==> config.mk <==
export PLATFORM = sky130hd
export DESIGN_NAME = mem_port_arbiter
export DESIGN_NICKNAME = d
export VERILOG_FILES = /design/src/rtl/mem_port_arbiter_pkg.sv /design/src/rtl/mem_port_arbiter_arb_starve_cnt.sv /design/src/rtl/mem_port_arbiter.sv
export SDC_FILE = /design/constraint.sdc
export NUM_CORES = 1
export LEC_CHECK = 0
export ABC_AREA = 1
export CAP_MARGIN = 15
export CORE_MARGIN = 5
export CORE_UTILIZATION = 35
export CTS_CLUSTER_DIAMETER = 30
export DETAILED_ROUTE_END_ITERATION = 12
export PLACE_DENSITY = 0.81
export SETUP_SLACK_MARGIN = 0.3
export SLEW_MARGIN = 20
export SYNTH_ARGS = -nofsm -noshare
export SYNTH_HDL_FRONTEND = slang
export SYNTH_HIERARCHICAL = 1
export SYNTH_SLANG_ARGS = --single-unit
export TNS_END_PERCENT = 30
==> constraint.sdc <==
create_clock -name i_clk -period 2.3 [get_ports i_clk]
set_clock_uncertainty 0.05 [all_clocks]
set_input_delay 0.46 -clock i_clk [delete_from_list [all_inputs] [get_ports i_clk]]
set_output_delay 0.46 -clock i_clk [all_outputs]
set_load 0.02 [all_outputs]
==> src/rtl/mem_port_arbiter_pkg.sv <==
// Shared types and constants for the unified memory port arbiter.
package mem_port_arbiter_pkg;

    // Transaction state of the single memory port.
    typedef enum logic [1:0] {
        IDLE    = 2'd0,
        IF_WAIT = 2'd1,
        LS_WAIT = 2'd2,
        IF_DROP = 2'd3
    } arb_state_e;

    // Arbitration winner encoding.
    localparam logic ARB_LS = 1'b0;
    localparam logic ARB_IF = 1'b1;

    // Starvation counter width; wide enough for limits up to 15.
    localparam int CNT_W = 4;

    // Increment that sticks at the limit instead of wrapping.
    function automatic logic [CNT_W-1:0] sat_inc(input logic [CNT_W-1:0] v,
                                                 input logic [CNT_W-1:0] lim);
        return (v >= lim) ? lim : v + 1'b1;
    endfunction

endpackage

==> src/rtl/mem_port_arbiter_arb_starve_cnt.sv <==
// Counts consecutive load/store grants taken while a fetch was waiting.
module arb_starve_cnt
    import mem_port_arbiter_pkg::*;
#(
    parameter int STARVE_LIM = 4
) (
    input  logic i_clk,
    input  logic i_rst_n,
    input  logic i_grant,
    input  logic i_grant_if,
    input  logic i_if_pending,
    output logic o_at_lim
);

    localparam logic [CNT_W-1:0] LIM = CNT_W'(STARVE_LIM);

    logic [CNT_W-1:0] cnt_q, cnt_d;

    // Next count: only a grant moves the counter; an LS grant over a waiting fetch adds one.
    always_comb begin
        cnt_d = cnt_q;
        if (i_grant) begin
            if (!i_grant_if && i_if_pending) cnt_d = sat_inc(cnt_q, LIM);
            else                             cnt_d = '0;
        end
    end

    // Counter register.
    always_ff @(posedge i_clk or negedge i_rst_n) begin
        if (!i_rst_n) cnt_q <= '0;
        else          cnt_q <= cnt_d;
    end

    assign o_at_lim = (cnt_q == LIM);

endmodule

==> src/rtl/mem_port_arbiter.sv <==
// Shares one single-port memory between instruction fetch and load/store,
// one transaction in flight, with flush abort and bounded fetch starvation.
module mem_port_arbiter
    import mem_port_arbiter_pkg::*;
#(
    parameter int ADDR_W     = 32,
    parameter int DATA_W     = 32,
    parameter int STARVE_LIM = 4
) (
    input  logic                i_clk,
    input  logic                i_rst_n,
    input  logic                i_if_req,
    input  logic [ADDR_W-1:0]   i_if_addr,
    input  logic                i_if_flush,
    output logic                o_if_ack,
    output logic [DATA_W-1:0]   o_if_rdata,
    input  logic                i_ls_req,
    input  logic                i_ls_wren,
    input  logic [ADDR_W-1:0]   i_ls_addr,
    input  logic [DATA_W-1:0]   i_ls_wdata,
    input  logic [DATA_W/8-1:0] i_ls_bmask,
    output logic                o_ls_ack,
    output logic [DATA_W-1:0]   o_ls_rdata,
    output logic                o_m_req,
    output logic                o_m_wren,
    output logic [ADDR_W-1:0]   o_m_addr,
    output logic [DATA_W-1:0]   o_m_wdata,
    output logic [DATA_W/8-1:0] o_m_bmask,
    input  logic                i_m_gnt,
    input  logic                i_m_rvalid,
    input  logic [DATA_W-1:0]   i_m_rdata,
    output logic                o_stall_if,
    output logic                o_stall_mem
);

    localparam int BM_W = DATA_W / 8;

    typedef struct packed {
        logic              wren;
        logic [ADDR_W-1:0] addr;
        logic [DATA_W-1:0] wdata;
        logic [BM_W-1:0]   bmask;
    } mem_req_t;

    arb_state_e        state_q, state_d;
    logic              if_ack_q, if_ack_d;
    logic              ls_ack_q, ls_ack_d;
    logic              ls_wren_q, ls_wren_d;
    logic [DATA_W-1:0] if_rdata_q, if_rdata_d;
    logic [DATA_W-1:0] ls_rdata_q, ls_rdata_d;
    logic              if_v, ls_v, at_lim, winner, m_req, grant;
    mem_req_t          req;

    // A request already acknowledged this cycle must not be issued again.
    assign if_v   = i_if_req & ~i_if_flush & ~if_ack_q;
    assign ls_v   = i_ls_req & ~ls_ack_q;
    // LS is the older instruction and wins unless the fetch has waited too long or is alone.
    assign winner = (if_v && (at_lim || !ls_v)) ? ARB_IF : ARB_LS;
    assign grant  = m_req & i_m_gnt;

    arb_starve_cnt #(
        .STARVE_LIM (STARVE_LIM)
    ) u_starve (
        .i_clk        (i_clk),
        .i_rst_n      (i_rst_n),
        .i_grant      (grant),
        .i_grant_if   (winner == ARB_IF),
        .i_if_pending (if_v),
        .o_at_lim     (at_lim)
    );

    // State register and registered responses.
    always_ff @(posedge i_clk or negedge i_rst_n) begin
        if (!i_rst_n) begin
            state_q    <= IDLE;
            if_ack_q   <= 1'b0;
            ls_ack_q   <= 1'b0;
            ls_wren_q  <= 1'b0;
            if_rdata_q <= '0;
            ls_rdata_q <= '0;
        end else begin
            // NOTE: non-blocking so every flop samples the same pre-edge values.
            state_q    <= state_d;
            if_ack_q   <= if_ack_d;
            ls_ack_q   <= ls_ack_d;
            ls_wren_q  <= ls_wren_d;
            if_rdata_q <= if_rdata_d;
            ls_rdata_q <= ls_rdata_d;
        end
    end

    // Next state: issue on grant, complete on rvalid, divert a flushed fetch to IF_DROP.
    always_comb begin
        // NOTE: hold-value defaults ahead of the case keep this purely combinational.
        state_d    = state_q;
        if_ack_d   = 1'b0;
        ls_ack_d   = 1'b0;
        ls_wren_d  = ls_wren_q;
        if_rdata_d = if_rdata_q;
        ls_rdata_d = ls_rdata_q;
        unique case (state_q)
            IDLE: begin
                if (grant) begin
                    if (winner == ARB_IF) begin
                        state_d = IF_WAIT;
                    end else begin
                        state_d   = LS_WAIT;
                        ls_wren_d = i_ls_wren;
                    end
                end
            end
            IF_WAIT: begin
                if (i_m_rvalid) begin
                    state_d = IDLE;
                    if (!i_if_flush) begin
                        if_ack_d   = 1'b1;
                        if_rdata_d = i_m_rdata;
                    end
                end else if (i_if_flush) begin
                    state_d = IF_DROP;
                end
            end
            IF_DROP: begin
                if (i_m_rvalid) state_d = IDLE;
            end
            LS_WAIT: begin
                if (i_m_rvalid) begin
                    state_d  = IDLE;
                    ls_ack_d = 1'b1;
                    if (!ls_wren_q) ls_rdata_d = i_m_rdata;
                end
            end
            default: state_d = IDLE;
        endcase
    end

    // Memory request: driven from the winner only while IDLE with something to issue.
    always_comb begin
        m_req = 1'b0;
        req   = '0;
        if (state_q == IDLE && (if_v || ls_v)) begin
            m_req = 1'b1;
            if (winner == ARB_IF) begin
                req.wren  = 1'b0;
                req.addr  = i_if_addr;
                req.bmask = '1;
            end else begin
                req.wren  = i_ls_wren;
                req.addr  = i_ls_addr;
                req.wdata = i_ls_wdata;
                req.bmask = i_ls_bmask;
            end
        end
    end

    assign o_m_req     = m_req;
    assign o_m_wren    = req.wren;
    assign o_m_addr    = req.addr;
    assign o_m_wdata   = req.wdata;
    assign o_m_bmask   = req.bmask;
    assign o_if_ack    = if_ack_q;
    assign o_if_rdata  = if_rdata_q;
    assign o_ls_ack    = ls_ack_q;
    assign o_ls_rdata  = ls_rdata_q;
    assign o_stall_if  = if_v;
    assign o_stall_mem = ls_v;

    // A completion with nothing in flight is a memory protocol error; the FSM ignores it.
    a_rvalid_in_idle: assert property (@(posedge i_clk) disable iff (!i_rst_n)
        !(i_m_rvalid && state_q == IDLE));

endmodule
==> flow_metrics.py <==
metrics = {
    "timing": {
        "worstMarginPinSlew_ns": 0.4770,
        "fin_crit_ns": 2.598,
        "slew_headroom": 0.6820,
        "final-setup-viol-count": 69,
        "max_freq_ghz": 0.3848,
        "slew_viol_final": 0,
        "hold_violations": 0,
        "finalHoldWorstSlack_ns": 0.01566,
        "finalCritPeriodShare": 1.130,
        "setup_ws_ns": -0.2985,
        "rsz0062_at_grt": "yes",
    },
    "global_route": {
        "met3_usage": 0.1021,
        "overflow": 0,
        "antenna_found_initial": 1,
        "grt_pass1_vias": 4647,
        "met1_usage": 0.2814,
        "grt_max_degree": 65,
        "global_route.peak_usage_layer": "met2",
        "grt_pass1_wl_mm": 25.72,
        "grt_use_total": 0.2555,
        "use_met2": 0.4431,
    },
    "floorplanning": {
        "core-area_um2": 10370,
        "initial_core_util": 0.3603,
        "die_h_um": 113.3,
        "dieArea_um2": 12840,
        "die_w_um": 113.3,
        "rows": 37,
        "ios": 278,
    },
    "cells_and_area": {
        "seq_area_um2": 1827,
        "area_growth_syn_to_layout_pct": 105.2,
        "layout_common_cells": "clkdlybuf4s50_1 (202), nand2_1 (154), dfrtp_1 (73), o21ai_1 (60), buf_6 (52)",
        "final_common_cell": "clkdlybuf4s50_1",
        "drive_gt1_frac": 0.2953,
        "final_area_um2": 7666,
        "nets": 943,
        "fill_cells": 755,
        "multi_input_area_um2": 1919,
    },
    "place": {
        "hpwl_mm": 12.48,
        "gp_congestion": 0.9518,
        "pre_cts_slack_ns": -0.6368,
        "placed_cell_area_um2": 7038,
        "portBuffers": 277,
    },
    "route": {
        "drt_iter0_markers": 202,
        "drt_drc_violations_left": 0,
        "num_vias": 4564,
        "drt_pass1_iterations": 4,
        "detail-route-antenna-nets": 0,
        "wl_mm": 17.07,
        "viasPerCell": 4.840,
        "post_drt_wl_per_cell_um": 18.10,
    },
    "clock_tree": {
        "cts_root_buf": "clkbuf_8",
        "cts_sinks": 73,
        "cts_tree": "built",
        "clkTransAtPathRegs_ns": 0.08,
        "clock_latency_ns": 0.34,
        "htree_levels": 3,
        "cts_buffer_depth": 2,
        "cts_hold_buf": 0,
        "cts_made_buffers": 9,
    },
    "yosys": {
        "syn-cell-area_um2": 3736,
        "synth.distinct_cells": 20,
        "synth_top_area_cell": "dfrtp_1",
        "synth_nets": 645,
        "yosys-top-cells-area": "dfrtp_1 (49%), nand2_1 (18%), o21ai_1 (8.0%), nor2_1 (4.7%), inv_1 (4.4%)",
        "synth_top_cell_area_share": 0.4889,
        "ys_warn_count": 6,
        "syn_inst": 503,
        "syn_area_per_cell_um2": 7.428,
        "ys_ff_latch": 73,
        "ys_seq_area_frac": 0.4889,
    },
    "critical_path": {
        "rr_endpoint": "state_q[1]",
        "critPathMaxFanout": 8,
        "crit_type": "reg2out",
        "critPathSlowestCell": "dfrtp_1",
        "start_kind": "register",
        "ff2ff_path_depth": 13,
        "rrSetupSlack_ns": 0.42,
        "worst_ep_required_time_ns": 1.79,
        "cp-end-kind": "output port",
        "worstReg2RegStart": "u_starve/cnt_q[0]",
        "cp.arrival_ns": 2.09,
        "max_stage_delay_ns": 0.36,
        "cp_cell_sequence": "inv_1 > ha_1 > nand2_1 > nor2_1 > nand3b_1 > nand2_4 > buf_12 > buf_16 > nand2_1 > a21oi_2 > buf_4",
        "cpMostUsedCell": "nand2_1",
    },
    "power": {
        "power.total_mw": 7.799,
        "p_switching_mw": 3.324,
        "switching_share": 0.4262,
        "p_comb_frac": 0.618,
        "vdd_drop_max_uv": 1063,
        "powerDensity_nw_per_um2": 1017,
        "power_frac_clock": 0.117,
        "cellLeakagePower_nw": 3.591,
        "power.internal_mw": 4.475,
        "seq_power_share": 0.265,
    },
    "hold_path": {
        "hp-class": "in2async",
    },
    "job": {
        "maxCapViolations": 0,
    },
    "run_status": {
        "violations": "setup timing",
        "status": "finished with violations",
    },
}
-- worst max-delay path, delay by kind of cell, from the launching register on --
| kind | cells | cell delay [ns] |
|---|---|---|
| and+or+nand+nor | 5 | 0.59 |
| adders and majority gates | 1 | 0.19 |
| buffers and inverters | 4 | 0.48 |
| AOI/OAI and AO/OA | 1 | 0.14 |
| DFF | 1 | 0.36 |
-- state kept, by name (all words and copies together) (netlist names) --
name,flops
o_ls_rdata,32
o_if_ack,1
u_starve/cnt_q,4
ls_wren_q,1
o_if_rdata,32
o_ls_ack,1
state_q,2
-- kinds of logic after synthesis --
family,count (synthesis),synth area share
AO/OA/AOI/OAI,98,0.1313
adder cells (fa/ha/maj),2,0.006697
AND/OR/NAND/NOR,249,0.2666
buffers and inverters,81,0.1065
flip-flops,73,0.4889
-- Yosys cell counts (all sizes together) --
library cell,count
buf,27
nor2,50
clkbuf,4
ha,2
nand3b,2
nor3,1
nand3,7
a21oi,32
inv,50
dfrtp,73
nand2,188
o21ai,66
or2,1
-- repair_timing --
item | in CTS | in global routing
setup endpoints to repair | 72 | 72
cloned | 5 | 3
hold endpoints to repair | 0 | 0
buffers inserted | 2 | 3
pin swaps | 9 | 15
gates resized for setup | 404 | 52
-- power groups by stage --
stage,logic (mW),registers [mW],clock network (mW)
after global routing,5.12,2.14,1.01
final,4.82,2.07,0.916
after detailed placement,4.59,2.08,0
after floorplan,1.66,2.64,0
after CTS,4.70,2.07,0.942
after global placement,4.49,2.05,0
-- per-stage QoR --
stage,utilization,setup TNS [ns],instances
after floorplan,-,0,503
after global placement,0.6787,-38.37,913
after detailed placement,0.6787,-38.76,913
after CTS,0.7131,-16.15,936
after global routing,0.7393,-25.18,943
final,0.7393,-16.65,943
-- layout make-up --
cell class,instances,area share
Sequential cell,73,0.2383
Clock inverter,5,0.003917
Multi-Input combinational cell,349,0.2504
Tap cell,136,0.02220
Clock buffer,11,0.01975
Timing Repair Buffer,318,0.4397
Inverter,50,0.02546
Antenna cell,1,0.0003264
-- worst max path at each step --
stage                                 start      endpoint  slack, ns  cells after the start
after floorplan           u_starve/cnt_q[0]  o_m_addr[28]       0.23                      9
after global placement           i_if_flush   o_m_addr[4]      -0.63                      9
after detailed placement         i_if_flush   o_m_addr[4]      -0.64                      9
after CTS                 u_starve/cnt_q[0]  o_m_bmask[0]      -0.31                     12
after global routing      u_starve/cnt_q[1]  o_m_bmask[1]      -0.42                     12
final                     u_starve/cnt_q[0]   o_m_addr[9]      -0.30                     11
-- metal layers --
layer  vias to the layer above  share of wire
met1                      2137           0.35
met3                        35           0.11
met4                         0          0.032
li1                       2154              -
met2                       238           0.51
met5                         -              0
No activity file was read; power rests on OpenSTA's default activity.
